### config.mk
export PLATFORM = sky130hd
export DESIGN_NAME = lif_tdm_scheduler
export DESIGN_NICKNAME = d
export VERILOG_FILES = /design/src/rtl/lif_pkg.sv /design/src/rtl/lif_update.sv /design/src/rtl/lif_tdm_scheduler.sv
export SDC_FILE = /design/constraint.sdc
export NUM_CORES = 1
export LEC_CHECK = 0
export CORE_MARGIN = 2
export CORE_UTILIZATION = 61
export DETAILED_ROUTE_END_ITERATION = 10
export PLACE_DENSITY = 0.9
export SLEW_MARGIN = 20
export SYNTH_ARGS = -nofsm -noshare
export SYNTH_HDL_FRONTEND = slang
export SYNTH_SLANG_ARGS = --single-unit
### constraint.sdc
create_clock -name clk -period 6.5 [get_ports clk]
set_clock_uncertainty 0.05 [all_clocks]
set_input_delay 1.625 -clock clk [delete_from_list [all_inputs] [get_ports clk]]
set_output_delay 1.625 -clock clk [all_outputs]
set_load 0.005 [all_outputs]
### src/rtl/lif_pkg.sv
// ============================================================================
// Module   : lif_pkg
// Brief    : Shared types and constants for the LIF neuron TDM scheduler.
// Revision : 1.0
// ============================================================================
`default_nettype none

package lif_pkg;

    localparam int STATE_W = 8;
    localparam logic [STATE_W-1:0] DEFAULT_THRESH = 8'd230;

    typedef enum logic [0:0] {
        IDLE  = 1'b0,
        SWEEP = 1'b1
    } fsm_t;

endpackage

`default_nettype wire

### src/rtl/lif_update.sv
// ============================================================================
// Module   : lif_update
// Brief    : Combinational leaky integrate-and-fire update for one neuron.
// Revision : 1.0
// ============================================================================
`default_nettype none

module lif_update
    import lif_pkg::*;
#(
    parameter int CUR_W = 8
) (
    input  logic [STATE_W-1:0] s,
    input  logic [CUR_W-1:0]   c,
    input  logic [STATE_W-1:0] th,
    output logic [STATE_W-1:0] next,
    output logic               spike
);

    localparam int SUM_W = STATE_W + 1;

    logic [SUM_W-1:0] w_sum;

    // Leak keeps s/2 + s/4 + s/8; the 9-bit sum cannot wrap for 8-bit operands.
    always_comb begin
        spike = (s >= th);
        w_sum = SUM_W'(c) + SUM_W'(s >> 1) + SUM_W'(s >> 2) + SUM_W'(s >> 3);
        if (spike) begin
            next = '0;
        end else if (w_sum[SUM_W-1]) begin
            next = '1;
        end else begin
            next = w_sum[STATE_W-1:0];
        end
    end

endmodule

`default_nettype wire

### src/rtl/lif_tdm_scheduler.sv
// ============================================================================
// Module   : lif_tdm_scheduler
// Brief    : Sweeps one shared LIF datapath over N neurons per timestep tick.
// Revision : 1.0
// ============================================================================
`default_nettype none

module lif_tdm_scheduler
    import lif_pkg::*;
#(
    parameter int N     = 8,
    parameter int CUR_W = 8,
    parameter int IDX_W = $clog2(N)
) (
    input  logic                 clk,
    input  logic                 rst_n,
    input  logic                 tick,
    input  logic [N*CUR_W-1:0]   cur_in,
    input  logic                 cfg_we,
    input  logic [STATE_W-1:0]   cfg_thresh,
    input  logic [IDX_W-1:0]     rd_idx,
    output logic [STATE_W-1:0]   rd_state,
    output logic                 busy,
    output logic [N-1:0]         spike_out,
    output logic                 spike_valid,
    output logic                 overrun,
    output logic [STATE_W-1:0]   threshold
);

    fsm_t               r_fsm;
    fsm_t               w_fsm_next;
    logic               w_accept;
    logic               w_last;

    logic [IDX_W-1:0]   r_idx;
    logic [CUR_W-1:0]   r_cur [N];
    logic [STATE_W-1:0] r_state [N];
    logic [N-1:0]       r_spike_acc;
    logic [N-1:0]       w_spike_vec;
    logic [N-1:0]       r_spike_out;
    logic               r_spike_valid;
    logic               r_overrun;
    logic [STATE_W-1:0] r_threshold;
    logic [STATE_W-1:0] r_pend_thresh;
    logic               r_pend_valid;
    logic [STATE_W-1:0] r_rd_state;

    logic [STATE_W-1:0] w_next;
    logic               w_spike;

    always_ff @(posedge clk or negedge rst_n) begin
        if (!rst_n) begin
            r_fsm <= IDLE;
        end else begin
            r_fsm <= w_fsm_next;
        end
    end

    always_comb begin
        w_fsm_next = r_fsm;
        w_accept   = 1'b0;
        w_last     = 1'b0;
        case (r_fsm)
            IDLE: begin
                if (tick) begin
                    w_accept   = 1'b1;
                    w_fsm_next = SWEEP;
                end
            end
            SWEEP: begin
                if (r_idx == IDX_W'(N - 1)) begin
                    w_last     = 1'b1;
                    w_fsm_next = IDLE;
                end
            end
            default: w_fsm_next = IDLE;
        endcase
    end

    lif_update #(
        .CUR_W (CUR_W)
    ) u_update (
        .s     (r_state[r_idx]),
        .c     (r_cur[r_idx]),
        .th    (r_threshold),
        .next  (w_next),
        .spike (w_spike)
    );

    // The final neuron's spike is merged in directly so spike_out lands with the last update.
    always_comb begin
        w_spike_vec        = r_spike_acc;
        w_spike_vec[r_idx] = w_spike;
    end

    always_ff @(posedge clk or negedge rst_n) begin
        if (!rst_n) begin
            r_idx         <= '0;
            r_spike_acc   <= '0;
            r_spike_out   <= '0;
            r_spike_valid <= 1'b0;
            r_overrun     <= 1'b0;
            for (int i = 0; i < N; i++) begin
                r_cur[i]   <= '0;
                r_state[i] <= '0;
            end
        end else begin
            r_spike_valid <= w_last;
            if (w_accept) begin
                for (int i = 0; i < N; i++) begin
                    r_cur[i] <= cur_in[i*CUR_W +: CUR_W];
                end
                r_idx       <= '0;
                r_spike_acc <= '0;
            end else if (r_fsm == SWEEP) begin
                r_state[r_idx] <= w_next;
                r_spike_acc    <= w_spike_vec;
                if (w_last) begin
                    r_spike_out <= w_spike_vec;
                    r_idx       <= '0;
                end else begin
                    r_idx <= r_idx + 1'b1;
                end
            end
            if (tick && (r_fsm == SWEEP)) begin
                r_overrun <= 1'b1;
            end
        end
    end

    // Writes during a sweep are parked so every neuron in a sweep sees one threshold.
    always_ff @(posedge clk or negedge rst_n) begin
        if (!rst_n) begin
            r_threshold   <= DEFAULT_THRESH;
            r_pend_thresh <= '0;
            r_pend_valid  <= 1'b0;
        end else if (r_fsm == IDLE) begin
            if (cfg_we) begin
                r_threshold <= cfg_thresh;
            end else if (r_pend_valid) begin
                r_threshold <= r_pend_thresh;
            end
            r_pend_valid <= 1'b0;
        end else if (cfg_we) begin
            r_pend_thresh <= cfg_thresh;
            r_pend_valid  <= 1'b1;
        end
    end

    generate
        if ((1 << IDX_W) == N) begin : g_rd_direct
            always_ff @(posedge clk or negedge rst_n) begin
                if (!rst_n) begin
                    r_rd_state <= '0;
                end else begin
                    r_rd_state <= r_state[rd_idx];
                end
            end
        end else begin : g_rd_guarded
            always_ff @(posedge clk or negedge rst_n) begin
                if (!rst_n) begin
                    r_rd_state <= '0;
                end else if (int'(rd_idx) < N) begin
                    r_rd_state <= r_state[rd_idx];
                end else begin
                    r_rd_state <= '0;
                end
            end
        end
    endgenerate

    assign rd_state    = r_rd_state;
    assign busy        = (r_fsm == SWEEP);
    assign spike_out   = r_spike_out;
    assign spike_valid = r_spike_valid;
    assign overrun     = r_overrun;
    assign threshold   = r_threshold;

endmodule

`default_nettype wire

; ---- After elaboration in Yosys (flattened, before gate mapping)
; Index checks and enable logic that the tools add are counted.
[word_totals]
reg_bits = 175
out_inout_bits = 27
elab_cells = 83
[op_classes]
addsub = 4
n_lt_le_gt_ge = 6
eq_ne = 2
muxes = 32
bitwise_logic = 4
n_reduce_logical = 9
[ops]
columns = op, n
row1 = $mux 8, 13
row2 = $bmux 8 s3, 3
row3 = $bwmux 64, 1
row4 = $demux 8 s3, 1
row5 = $add 8x7->9, 1
row6 = $add 9x5->9, 1
row7 = $add 9x6->9, 1
row8 = $mux 3, 3
row9 = $bwmux 8, 1
row10 = $ge 4x4->1 const B, 2
row11 = $ge 8x8->1, 1
row12 = $mux 1, 8
row13 = $not 3->4, 2
row14 = $reduce_and 2->1, 3
row15 = $lt 3x4->1 const B, 1
row16 = $lt 4x1->1 const B, 1
row17 = $reduce_bool 2->1, 2
row18 = $add 3x1->3 const B, 1
row19 = $demux 1 s3, 1
row20 = $eq 3x3->1 const B, 1
row21 = $ge 3x1->1 const B, 1
row22 = $logic_and 1x1->1, 3
row23 = $reduce_and 3->1, 1
row24 = $ne 2x2->1 const B, 1
row25 = 2 further kinds, 3

; ---- Longest topological paths before layout
; Gate-level depths: netlist (run 1).
[depth]
ltp_word = 10
ltp_mapped = 17
ltp_nobuf = 16

; ---- Modules after synthesis
; Synthesis (run 1) repeated with hierarchy kept, for this count alone.
[hier_totals]
hier_cells = 637
area_unflattened_um2 = 9320.2
[by_module_without_submodules]
columns = mod, instances, cells_each, area_each_um2, seq_area_each_um2
row1 = lif_tdm_scheduler, 1, 531, 8414.3, 4385.5
row2 = lif_update, 1, 106, 905.9, 0.0

; ---- Worst setup path before layout (run 1)
; OpenSTA, ideal clock, no wires.
[synth_timing]
path_kind = reg2reg
startpoint = register r_idx[2]
endpoint = register r_state[63] (netlist bit)
arrival_ps = 3904
required_ps = 6323
setup_slack_ps = 2419
path_stages_with_launch = 16
period_less_slack_ps = 4081
path_cell_list = dfrtp_1 > buf_4 > buf_2 > mux2_2 > a221oi_1 > a21oi_1 > nor2_1 > fa_1 > fa_1 > inv_1 > ha_1 > a211oi_2 > o21ai_4 > o21a_4 > a21oi_4 > o21ai_1
[synth_via]
elab_chain_cells = 10
word_cells_on_any_way = 19
classes_between = 3 x add/sub / 3 x order compare / 11 x mux / 1 x bitwise / 1 x reduce/logical
[synth_lines]
columns = element, line_no
row1 = "start, declared", lif_tdm_scheduler.sv:35  ; logic [IDX_W-1:0] r_idx;
row2 = "start signal, assigned", lif_tdm_scheduler.sv:122  ; r_idx <= r_idx + 1'b1;
row3 = $not 3->4 (implied by the code) *, "lif_tdm_scheduler.sv:83, lif_tdm_scheduler.sv:84, lif_tdm_scheduler.sv:116"
row4 = $bmux 8 s3 (on tied branches), "lif_tdm_scheduler.sv:84, lif_tdm_scheduler.sv:83"
row5 = $mux 8 (on tied branches) (2 in series), "lif_tdm_scheduler.sv:84, lif_tdm_scheduler.sv:83"
row6 = $add 8x7->9, lif_update.sv:27  ; w_sum = SUM_W'(c) + SUM_W'(s >> 1) + SUM_W'(s >> 2) + SUM_W'(s >> 3);
row7 = $add 9x6->9, lif_update.sv:27
row8 = $add 9x5->9, lif_update.sv:27
row9 = $mux 8, lif_update.sv:30  ; end else if (w_sum[SUM_W-1]) begin
row10 = $mux 8, lif_update.sv:28  ; if (spike) begin
row11 = $bwmux 64 *, lif_tdm_scheduler.sv:116  ; r_state[r_idx] <= w_next;
row12 = "end signal, assigned by index", lif_tdm_scheduler.sv:116
row13 = "end, declared", lif_tdm_scheduler.sv:37  ; logic [STATE_W-1:0] r_state [N];
; Every way passes the cells marked *; elsewhere a longest branch is shown, timed or not. The select of a mux whose other input is x is not followed.
; A chain may end at the register's enable or synchronous reset.

; ---- Final worst setup path (run 1)
[layout_timing]
startpoint = register r_idx[1]
endpoint = register r_state[5] (netlist bit)
; Same word-level chain as after synthesis.

==> out/results.txt, run 1 <==
Reg clk slew, reported paths -> 70 ps
CTS resizes -> 0
total wire length -> 24500 µm
Final TNS setup -> 0 ps
Worst-Skew Late Latency -> 440 ps
Root Buffer -> clkbuf_16
average vias per placed instance -> 6.48
CP max-delay cell -> dfrtp_1
CP Class -> flop to flop
status -> completed
Final ANT Viol Nets -> 0
Initial Utilization -> 0.627
Via Count -> 7008
DRC -> 0
final net count -> 997
critical path startpoint category -> flop
Max clock buf depth -> 2
Die Y -> 127 µm
H-tree depth -> 4
share of layout cells above drive strength 1 -> 0.224
input/output buffers -> 105
Tmin final -> 5050 ps
Setup Buffers After CTS -> 0
dpl hpwl -> 16000 µm
Pre-antenna DRT Iters -> 6
GRT Residual Overflow -> 0
period utilization -> 0.777
Top FF cell, synth -> dfrtp_1
vias in the first global route -> 7272
initial antenna violation count -> 0
Worst R2R Setup Slack -> 1450 ps
final core occ -> 0.749
Num CTS Buffers -> 17
hold path startpoint -> threshold[6]
max incr delay on CP -> 710 ps
max-cap violations -> 0
Syn Inst Count -> 787
Crit. End Element -> flop
Total GRT Usage -> 0.323
post-synthesis register bit count -> 175
GPL Wtd Cong -> 0.972
area of the die -> 0.0160 mm²
Post-synth EDFFs -> 0
Syn. warnings -> 0
worst hold stages -> 2
synth top area cells -> dfrtp_1 (46%), mux2_2 (12%), mux4_2 (5.4%)
I/O pins -> 106
most used cell, CP -> fa_1
count of cell types in the netlist -> 63
area of the core -> 0.0146 mm²
Max-slew headroom -> 0.345
CP Data Required Time -> 6790 ps
hold buffer count at cts -> 0
Mapped Area -> 0.00918 mm²
Die Width -> 127 µm
syn avg cell area -> 11.7 µm²
syn_nets -> 899
ys async rst share -> 1.00
reg2reg start -> r_idx[1]
final hold vios -> 0
Row Count -> 44
R2R depth -> 15
first-pass GRT wire length -> 39500 µm
Starting DRT DRC Count -> 963
final setup fails -> 0
post-synth top area share -> 0.464
Antenna Cells -> 0
CP cell instances -> buf_4 > nor2_2 > nand2_1 > a32o_1 > fa_1 > inv_1 > fa_1 > ha_1 > inv_1 > fa_1 > nor2b_1 > o21ai_0 > a21oi_1 > a21oi_4 > o21ai_1
Final Slew Violations -> 0
crit-path max FO -> 24
Max Clock Freq -> 198 MHz
CTS tree -> built
Hold Path Class -> flop to flop
slew at the pin closest to its max-slew limit -> 979 ps
routed len/inst -> 22.6 µm
Seq/Total Area, Yosys -> 0.478
area grow syn2layout -> 19.5%
clk sinks -> 175
Min-Delay Endpoint -> threshold[6]
RSZ-0062 raised after global routing -> no
r2r endpoint -> r_state[5]
crit path DAT -> 5340 ps
area leader, netlist -> dfrtp_1
largest net degree at the start of global routing -> 88
[state kept, by name, indices dropped and copies added, names as in the netlist]
register	cells
r_pend_valid	1
overrun	1
r_spike_acc	8
r_cur	64
r_state	64
rd_state	8
threshold	8
busy	1
r_idx	3
r_pend_thresh	8
spike_out	8
spike_valid	1
[per-layer routing]
| layer | vias up | global-route usage | share of wire |
|---|---|---|---|
| met5 | - | 0 | 0 |
| met4 | 0 | 0.169 | 0.050 |
| met3 | 104 | 0.0856 | 0.098 |
| met2 | 466 | 0.506 | 0.47 |
| met1 | 3395 | 0.418 | 0.38 |
| li1 | 3043 | - | - |
[synth_stat cells, types with 13 or more instances]
cell / instances
a21oi_1: 31
o21ai_1: 65
o21ai_0: 21
a22o_1: 13
mux2i_1: 20
nor2_1: 28
ha_1: 22
nand2_1: 100
inv_1: 21
mux4_2: 22
dfrtp_1: 170
mux2_2: 101
buf_2: 23
[cell type report]
cell class              count  area [µm²]
well taps                 184         230
repair buffers            119        1170
flip-flops and latches    175        4390
clock buffers              21         470
inverters                  22        82.6
fillers                   910        3670
multi-input cells         550        4520
clock inverters            11         106
[per-stage QoR]
step / setup WS, ps / cells / hold WS, ps / cell area (µm²)
6_report: 1450 / 1082 / 446 / 11000
5_1_grt: 1250 / 1082 / 468 / 11000
4_1_cts: 1590 / 1082 / 451 / 11000
3_5_place_dp: 1660 / 1050 / 427 / 10400
3_3_place_gp: 1780 / 1049 / 400 / 10400
2_1_floorplan: 2420 / 787 / 401 / 9180
[logic make-up (layout without fill, tap and decap cells)]
family	Yosys count	in the layout	share of synthesized area
buffers and inverters	62	173	0.0301
xor gates and xnor gates	3	3	0.00286
and+or+nand+nor	186	186	0.0987
adders and majority gates	33	33	0.0540
AOI/OAI and AO/OA	184	184	0.136
DFF	175	175	0.478
muxes	144	144	0.201
[worst max-delay path by stage]
stage,startpoint,to,slack (ps),cells past startpoint
final,r_idx[1],r_state[5],1450,15
after global routing,r_idx[1],r_state[41],1250,15
after CTS,r_idx[1],r_state[33],1590,15
after detailed placement,r_idx[1],r_state[50],1660,15
after global placement,r_idx[0],r_state[4],1780,13
after floorplan,r_idx[2],r_state[63],2420,15
[critical path: cells and delay by family, from the launching register on]
kind	cells	cell delay [ps]
AOI/OAI and AO/OA	5	1160
buffers and inverters	3	490
DFF	1	710
adders and majority gates	4	1700
and+or+nand+nor	3	850
[placed cells by master (no fill, tap or decap), types with 4 or more instances in the layout]
| master | instances |
|---|---|
| o21ai_1 | 65 |
| a21oi_4 | 7 |
| a21o_1 | 4 |
| a21oi_1 | 31 |
| mux2_2 | 101 |
| ha_1 | 22 |
| mux2i_1 | 20 |
| inv_1 | 21 |
| and3b_1 | 8 |
| dfstp_2 | 5 |
| clkbuf_16 | 17 |
| dfrtp_1 | 168 |
| nand3_2 | 4 |
| o21a_1 | 4 |
| nor2b_1 | 11 |
| nand2_1 | 100 |
| clkdlybuf4s50_1 | 104 |
| a31oi_1 | 5 |
| o21ai_0 | 21 |
| buf_4 | 13 |
| nand2b_1 | 6 |
| mux4_2 | 22 |
| nor2_1 | 28 |
| a22oi_1 | 10 |
| nor3_1 | 4 |
| fa_1 | 11 |
| a22o_1 | 13 |
| nand3_1 | 7 |
Power of run 1 is left out: the tool's default activity adds up to more than one toggle a clock period on the data nets, which glitch-free logic cannot reach.
==> inputs of run 2 (changes only) <==
--- a/config.mk
+++ b/config.mk
@@ -6,9 +6,9 @@
 export NUM_CORES = 1
 export LEC_CHECK = 0
 export CORE_MARGIN = 2
-export CORE_UTILIZATION = 61
+export CORE_UTILIZATION = 57
 export DETAILED_ROUTE_END_ITERATION = 10
-export PLACE_DENSITY = 0.9
+export PLACE_DENSITY = 0.85
 export SLEW_MARGIN = 20
 export SYNTH_ARGS = -nofsm -noshare
 export SYNTH_HDL_FRONTEND = slang
==> constraint.sdc (replaced) <==
create_clock -name clk -period 4.8 [get_ports clk]
set_clock_uncertainty 0.05 [all_clocks]
set_input_delay 1.2 -clock clk [delete_from_list [all_inputs] [get_ports clk]]
set_output_delay 1.2 -clock clk [all_outputs]
set_load 0.005 [all_outputs]
==> run 2 against run 1 <==
Cell area up 1.0%. Worst hold slack worse by 43 ps. Fmax up 12%. Utilization down 4.9 points. Global-route usage down 2.3 points. Via count down 0.47%. Critical path depth down 1. Register-to-register slack worse by 1200 ps.
==> out/results.txt, run 2 (same netlist as run 1, synthesis figures left out) <==
CP max-delay cell -> dfrtp_4
Die Width -> 131 µm
RSZ-0062 raised after global routing -> no
Starting DRT DRC Count -> 850
status -> completed
Reg clk slew, reported paths -> 70 ps
Num CTS Buffers -> 17
CP Buf/Inv Count -> 2
Regs by FF count -> r_cur x64, r_state x64
clk sinks -> 175
Crit path max-delay family -> compound AO/OA/AOI/OAI gates
reg2reg start -> r_idx[2]
max incr delay on CP -> 590 ps
final setup fails -> 0
Root Buffer -> clkbuf_16
hold buffer count at cts -> 0
average vias per placed instance -> 6.19
Pre-antenna DRT Iters -> 5
Die Y -> 131 µm
area grow syn2layout -> 20.8%
CP startpoint -> r_idx[2]
CP Class -> flop to flop
H-tree depth -> 4
slew at the pin closest to its max-slew limit -> 958 ps
vias in the first global route -> 7090
Crit. End Element -> flop
Total GRT Usage -> 0.300
GPL Wtd Cong -> 0.939
Max Clock Freq -> 221 MHz
Final TNS setup -> 0 ps
input/output buffers -> 105
Max clock buf depth -> 2
Final Slew Violations -> 0
area of the die -> 0.0171 mm²
GRT Residual Overflow -> 0
Antenna Cells -> 0
routed len/inst -> 21.4 µm
period utilization -> 0.942
critical path startpoint category -> flop
Reg area -> 0.00439 mm²
crit-path max FO -> 19
first-pass GRT wire length -> 38300 µm
Row Count -> 46
dpl hpwl -> 16400 µm
share of layout cells above drive strength 1 -> 0.230
final net count -> 1009
largest net degree at the start of global routing -> 118
I/O pins -> 106
Via Count -> 6975
# fillers -> 1061
Worst-Skew Late Latency -> 440 ps
Max-slew headroom -> 0.362
CP cell instances -> buf_4 > mux2_2 > a221oi_1 > a21oi_1 > nor2_1 > fa_1 > fa_1 > inv_1 > ha_1 > a211oi_2 > o21ai_4 > o21a_4 > a21oi_4 > o21ai_1
area of the core -> 0.0158 mm²
max-cap violations -> 0
most frequent cells in the layout -> dfrtp_1 (168), clkdlybuf4s50_1 (104), mux2_2 (101)
final hold vios -> 0
total wire length -> 24100 µm
CP Data Required Time -> 5040 ps
most used cell, CP -> fa_1
Initial Utilization -> 0.580
Final ANT Viol Nets -> 0
Tmin final -> 4520 ps
area of the multi-input gates -> 0.00452 mm²
crit path DAT -> 4760 ps
hold path startpoint -> overrun
commonest non-fill, non-tap cell in the layout -> dfrtp_1
Hold Path Class -> flop to flop
CTS tree -> built
DRC -> 0
initial antenna violation count -> 0
## run 2: metrics by stage
| step | cells | utilization | hold WS (ps) | cell area [µm²] | worst slack [ps] |
|---|---|---|---|---|---|
| finish | 1126 | 0.700 | 403 | 11100 | 279 |
| floorplan | 787 | - | 401 | 9180 | 719 |
| global placement | 1093 | 0.665 | 392 | 10500 | 356 |
| detailed placement | 1093 | 0.665 | 397 | 10500 | 263 |
| CTS | 1125 | 0.699 | 409 | 11100 | 260 |
| global route | 1126 | 0.700 | 439 | 11100 | 41.9 |
## run 2: cell type report
class | count | area share
well taps | 216 | 0.0244
inverters | 22 | 0.00745
clock inverters | 8 | 0.00542
repair buffers | 131 | 0.116
multi-input cells | 550 | 0.408
flip-flops and latches | 175 | 0.396
clock buffers | 24 | 0.0426
## run 2: routing by layer
metal	global-route usage	share of wire	vias to the layer above
li1	-	-	3079
met1	0.388	0.39	3411
met2	0.479	0.48	381
met3	0.0647	0.078	104
met4	0.158	0.045	0
met5	0	0	-
## run 2: final timing paths
path / depth (start not counted) / endpoint / slack (ps)
max: 14 / r_state[16] / 280
min: 1 / overrun / 400
max reg2reg: 14 / r_state[16] / 280
min reg2reg: 1 / overrun / 400
max in group asynchronous: 2 / r_idx[2] / 2970
min in group asynchronous: 1 / r_pend_thresh[6] / 670
## run 2: timing repair
| action | 4_1_cts | 5_1_grt |
|---|---|---|
| setup endpoints to repair | 0 | 64 |
| setup buffers | 0 | 1 |
| resized for setup | 0 | 1 |
## run 2: worst reg2reg max path: cells and delay by family, from the launching register on
family / cells / cell delay, ps
AO/OA/AOI/OAI: 7 / 1490
multiplexers: 1 / 360
AND/OR/NAND/NOR: 1 / 160
buffers and inverters: 2 / 370
flip-flops: 1 / 590
adder cells (fa/ha/maj): 3 / 1360
Power of run 2 is left out for the same reason.
==> inputs of run 3 (changes only) <==
==> constraint.sdc (replaced) <==
create_clock -name clk -period 5 [get_ports clk]
set_clock_uncertainty 0.05 [all_clocks]
set_input_delay 1.25 -clock clk [delete_from_list [all_inputs] [get_ports clk]]
set_output_delay 1.25 -clock clk [all_outputs]
set_load 0.1 [all_outputs]
==> run 3 against run 2 <==
Cell area barely moved. Routed wire length fell by 1.6%. Worst hold slack improved by 5.3 ps. Critical endpoint is now r_state[17]. Highest routed layer unchanged. Global-route usage fell by 0.27 points. Utilization barely moved.
==> out/results.txt, run 3 (same netlist as run 1, synthesis figures left out) <==
Tmin final -> 4650 ps
Starting DRT DRC Count -> 624
# fillers -> 1087
Setup Buffers After CTS -> 0
Root Buffer -> clkbuf_16
most frequent cells in the layout -> dfrtp_1 (168), clkdlybuf4s50_1 (104), mux2_2 (101)
Initial Utilization -> 0.580
Crit. End Element -> flop
final net count -> 1005
largest net degree at the start of global routing -> 102
average vias per placed instance -> 6.18
Reg clk slew, reported paths -> 70 ps
M1 GR Usage -> 0.409
RSZ-0062 raised after global routing -> no
status -> completed
Hold Path Class -> flop to flop
area grow syn2layout -> 20.7%
max-cap violations -> 0
slew at the pin closest to its max-slew limit -> 989 ps
vias in the first global route -> 6995
period utilization -> 0.930
Total GRT Usage -> 0.297
CP Class -> flop to flop
commonest non-fill, non-tap cell in the layout -> dfrtp_1
Max Clock Freq -> 215 MHz
final hold vios -> 0
crit path DAT -> 4900 ps
area of the core -> 0.0158 mm²
DP Worst Slack -> 441 ps
Die Y -> 131 µm
area of the die -> 0.0171 mm²
Worst-Skew Late Latency -> 440 ps
share of layout cells above drive strength 1 -> 0.232
Antenna Cells -> 0
dpl hpwl -> 16100 µm
PnR worst setup slack -> 352 ps
Row Count -> 46
Max clock buf depth -> 2
CP Data Required Time -> 5250 ps
Pre-antenna DRT Iters -> 5
Max-slew headroom -> 0.338
clk sinks -> 175
Num CTS Buffers -> 17
I/O pins -> 106
H-tree depth -> 4
GRT Residual Overflow -> 0
total wire length -> 23700 µm
Via Count -> 6939
CTS resizes -> 0
DRC -> 0
GPL Wtd Cong -> 0.957
final setup fails -> 0
Final TNS setup -> 0 ps
Die Width -> 131 µm
first-pass GRT wire length -> 38000 µm
routed len/inst -> 21.1 µm
met2 Usage GRT -> 0.462
critical path startpoint category -> flop
Final ANT Viol Nets -> 0
input/output buffers -> 105
hold buffer count at cts -> 0
CTS tree -> built
grt met3 use -> 0.0562
GRT busiest layer -> met2
crit-path max FO -> 17
Final Slew Violations -> 0
Regs by FF count -> r_cur x64, r_state x64
initial antenna violation count -> 0
==> run 3: per-layer routing <==
| layer | up-vias | wire length (µm) |
|---|---|---|
| met5 | - | 0 |
| met4 | 0 | 1110 |
| met3 | 85 | 1710 |
| met2 | 338 | 11100 |
| met1 | 3448 | 9780 |
| li1 | 3068 | - |
==> run 3: metrics by stage <==
stage | hold WS, ps | std cells | util | area, µm²
CTS | 410 | 1122 | 0.700 | 11100
detailed placement | 395 | 1090 | 0.664 | 10500
floorplan | 416 | 787 | - | 9180
global route | 435 | 1122 | 0.700 | 11100
global placement | 392 | 1090 | 0.664 | 10500
finish | 408 | 1122 | 0.700 | 11100
==> run 3: worst paths after layout <==
path	from	to	slack, ps	cells after the start
worst max-delay path	r_idx[1]	r_state[17]	350	14
worst min-delay path	overrun	overrun	410	1
worst max register to register	r_idx[1]	r_state[17]	350	14
worst min register to register	overrun	overrun	410	1
max in group asynchronous	rst_n	r_idx[2]	3080	2
min in group asynchronous	rst_n	r_pend_thresh[1]	880	1
==> run 3: critical path: stages, from the launching register on <==
cell and delay [ps]:
dfrtp_1 730, buf_4 350, mux2i_1 210, o21ai_0 90
nand2_1 90, and3_1 320, fa_1 490, fa_1 520
inv_1 40, ha_1 340, o211ai_1 150, o21ai_4 220
nand4_4 380, a21oi_4 380, o21ai_1 130
==> run 3: final cells by class <==
type | instances | area [µm²] | area share
Clock buffer | 18 | 439 | 0.0396
Clock inverter | 14 | 131 | 0.0119
Inverter | 22 | 82.6 | 0.00746
Multi-Input combinational cell | 550 | 4520 | 0.408
Sequential cell | 175 | 4390 | 0.396
Tap cell | 216 | 270 | 0.0244
Timing Repair Buffer | 127 | 1240 | 0.112
Power of run 3 is left out for the same reason.
==> edit: new RTL, config.mk and constraints of run 3 <==
The parameter `N` goes from 8 to 32.
--- a/src/rtl/lif_tdm_scheduler.sv
+++ b/src/rtl/lif_tdm_scheduler.sv
@@ -8,7 +8,7 @@
 module lif_tdm_scheduler
     import lif_pkg::*;
 #(
-    parameter int N     = 8,
+    parameter int N     = 32,
     parameter int CUR_W = 8,
     parameter int IDX_W = $clog2(N)
 ) (
Interface: changed (resized cur_in, rd_idx and spike_out); port bits go from 106 to 324. The function was not compared with the original's and may differ.
==> edit against run 3 <==
The flow now finishes with violations (negative setup slack); sequential cell count grew 434; routed wire length grew to 4.0 times the old value; non-clock buffer count grew 362; setup slack worse by 660 ps; cell area rose to 3.4 times the old value; global-route usage is 4.2 points higher; area after synthesis grew to 3.2 times the old value; count of clock-buffer cells in the layout up 76; final cell count rose to 3.0 times the old value; sequential share of layout area is 1.2 points higher; critical endpoint is now r_state[15]; highest routed layer is now met5.
Power is not shown: default switching activity piles up to over one toggle a cycle in this logic, so the estimate is an artifact.
==> edit: results (changes against run 3) <==
stage	metric	value	unit	change
global_routing	grt.total_usage	0.339		+0.0420
worst_setup_path	wp_data_arrival	5740	ps	+840 ps
worst_setup_path	timing.critical_path.max_delay_family	compound AO/OA/AOI/OAI gates		
clock_tree	cts-htree-levels	2		-2
logic_synthesis	yosys-mux-area-fraction	0.286		+0.0851
route	drt_iter0_markers	2977		+380%
placed_design	detailedPlacementHpwl	59400	µm	+270%
logic_synthesis	post_synthesis_cell_type_count	54		-14%
worst_setup_path	crit_slowest_cell	sky130_fd_sc_hd__mux4_2		
finish	design.final.nets	2911		+190%
worst_setup_path	cpPeakStageDelay	580	ps	-150 ps
route	wl_per_cell	28.6	µm	+35%
logic_synthesis	mapped_nets	2548		+180%
route	vias	22900		+230%
logic_synthesis	post_synth_fa_ha_maj_area_fraction	0.0180		-0.0359
finish	share_of_post_route_cells_with_drive_strength_above_1	0.354		+0.122
min_path	timing.hold.worst_path_depth	1		unchanged
route	first_pass_iters	9		+4
status	violations	negative setup slack		
timing	timing.final.ws_setup	-310	ps	-663 ps
placed_design	place.port_buffers	323		+210%
worst_setup_path	path_max_fanout	8		-9
clock_tree	tritoncts.num_buffers	60		+43
timing	least_margin_pin_slew	1100	ps	+111 ps
placed_design	post_dp_cell_area	34000	µm²	+220%
clock_tree	cts.path.max_buffers	3		+1
global_routing	pin_count_of_the_biggest_net_entering_global_routing	115		+13%
status	outcome	finished, violations left		
logic_synthesis	synth_area_leaders	sky130_fd_sc_hd__dfrtp_1, sky130_fd_sc_hd__mux4_2, sky130_fd_sc_hd__mux2_2		
logic_synthesis	synth_seq_area_share	0.516		+0.0384
logic_synthesis	yosys.area_share.xor_xnor	0.000890		-0.00197
logic_synthesis	compound_cell_area_share_of_the_yosys_netlist	0.0918		-0.0437
global_routing	grt_pass1_wl	137000	µm	+260%
worst_setup_path	ff2ff_path_depth	20		+6
global_routing	antenna_found_initial	9		+9
placed_design	place_congestion	0.913		-4.6%
timing	timing.final.setup_violations	256		+256
logic_synthesis	synth_commonest_cells	sky130_fd_sc_hd__dfrtp_1, sky130_fd_sc_hd__nand2_1, sky130_fd_sc_hd__mux2_2		
==> edit: cell count changes in the layout (fill, tap and decap cells not counted), moves of 52 or more <==
cell,delta
sky130_fd_sc_hd__mux2_2,+205
sky130_fd_sc_hd__o21ai_2,+88
sky130_fd_sc_hd__clkdlybuf4s50_1,+216
sky130_fd_sc_hd__nand2_1,+210
sky130_fd_sc_hd__clkbuf_16,+52
sky130_fd_sc_hd__dfrtp_1,+432
sky130_fd_sc_hd__mux4_2,+189
sky130_fd_sc_hd__o21ai_0,+83
sky130_fd_sc_hd__buf_4,+89
==> edit: cells by family (layout without fill, tap and decap cells) <==
logic type,after synthesis,after routing
simple gates,380,380
fa+ha+maj,36,36
flops,609,609
compound gates,455,455
other cells,0,7
buf+inv,214,627
mux,542,542
xor+xnor,3,3
==> edit: area by class of cell <==
type                       instances  area (µm²)
multi-input combinational       1416       14100
clock buffer                      94        1790
sequential                       609       15300
timing repair buffer             489        5130
tap                              680         851
fill                            2971       13900
clock inverter                    18         189
inverter                          26         100
antenna                            7        17.5
==> edit: final timing paths <==
| path | to | slack (ps) | startpoint |
|---|---|---|---|
| min reg2reg | overrun | 410 | overrun |
| max in group asynchronous | r_state[23] | 2990 | rst_n |
| min in group asynchronous | r_state[189] | 620 | rst_n |
| max | r_state[15] | -310 | r_idx[0] |
| min | overrun | 410 | overrun |
| max reg2reg | r_state[15] | -310 | r_idx[0] |
==> edit: per-stage QoR <==
step	hold WS, ps	std cells	setup TNS (ps)
after global placement	391	3169	-26050
after detailed placement	394	3169	-45650
after floorplan	411	2239	0
after CTS	408	3313	-111
final	407	3339	-47750
after global routing	423	3335	-80790
==> edit: timing repair <==
| action | 4_1_cts | 5_1_grt |
|---|---|---|
| setup buffers | 29 | 11 |
| gates cloned | 3 | 9 |
| pin swaps | 12 | 59 |
| gates resized for setup | 78 | 291 |
| setup endpoints to repair | 256 | 256 |
==> edit: per-layer routing <==
| metal | track usage | part of all wire |
|---|---|---|
| met5 | 0 | 0.00061 |
| met4 | 0.155 | 0.066 |
| met3 | 0.0939 | 0.12 |
| met2 | 0.557 | 0.48 |
| met1 | 0.421 | 0.33 |
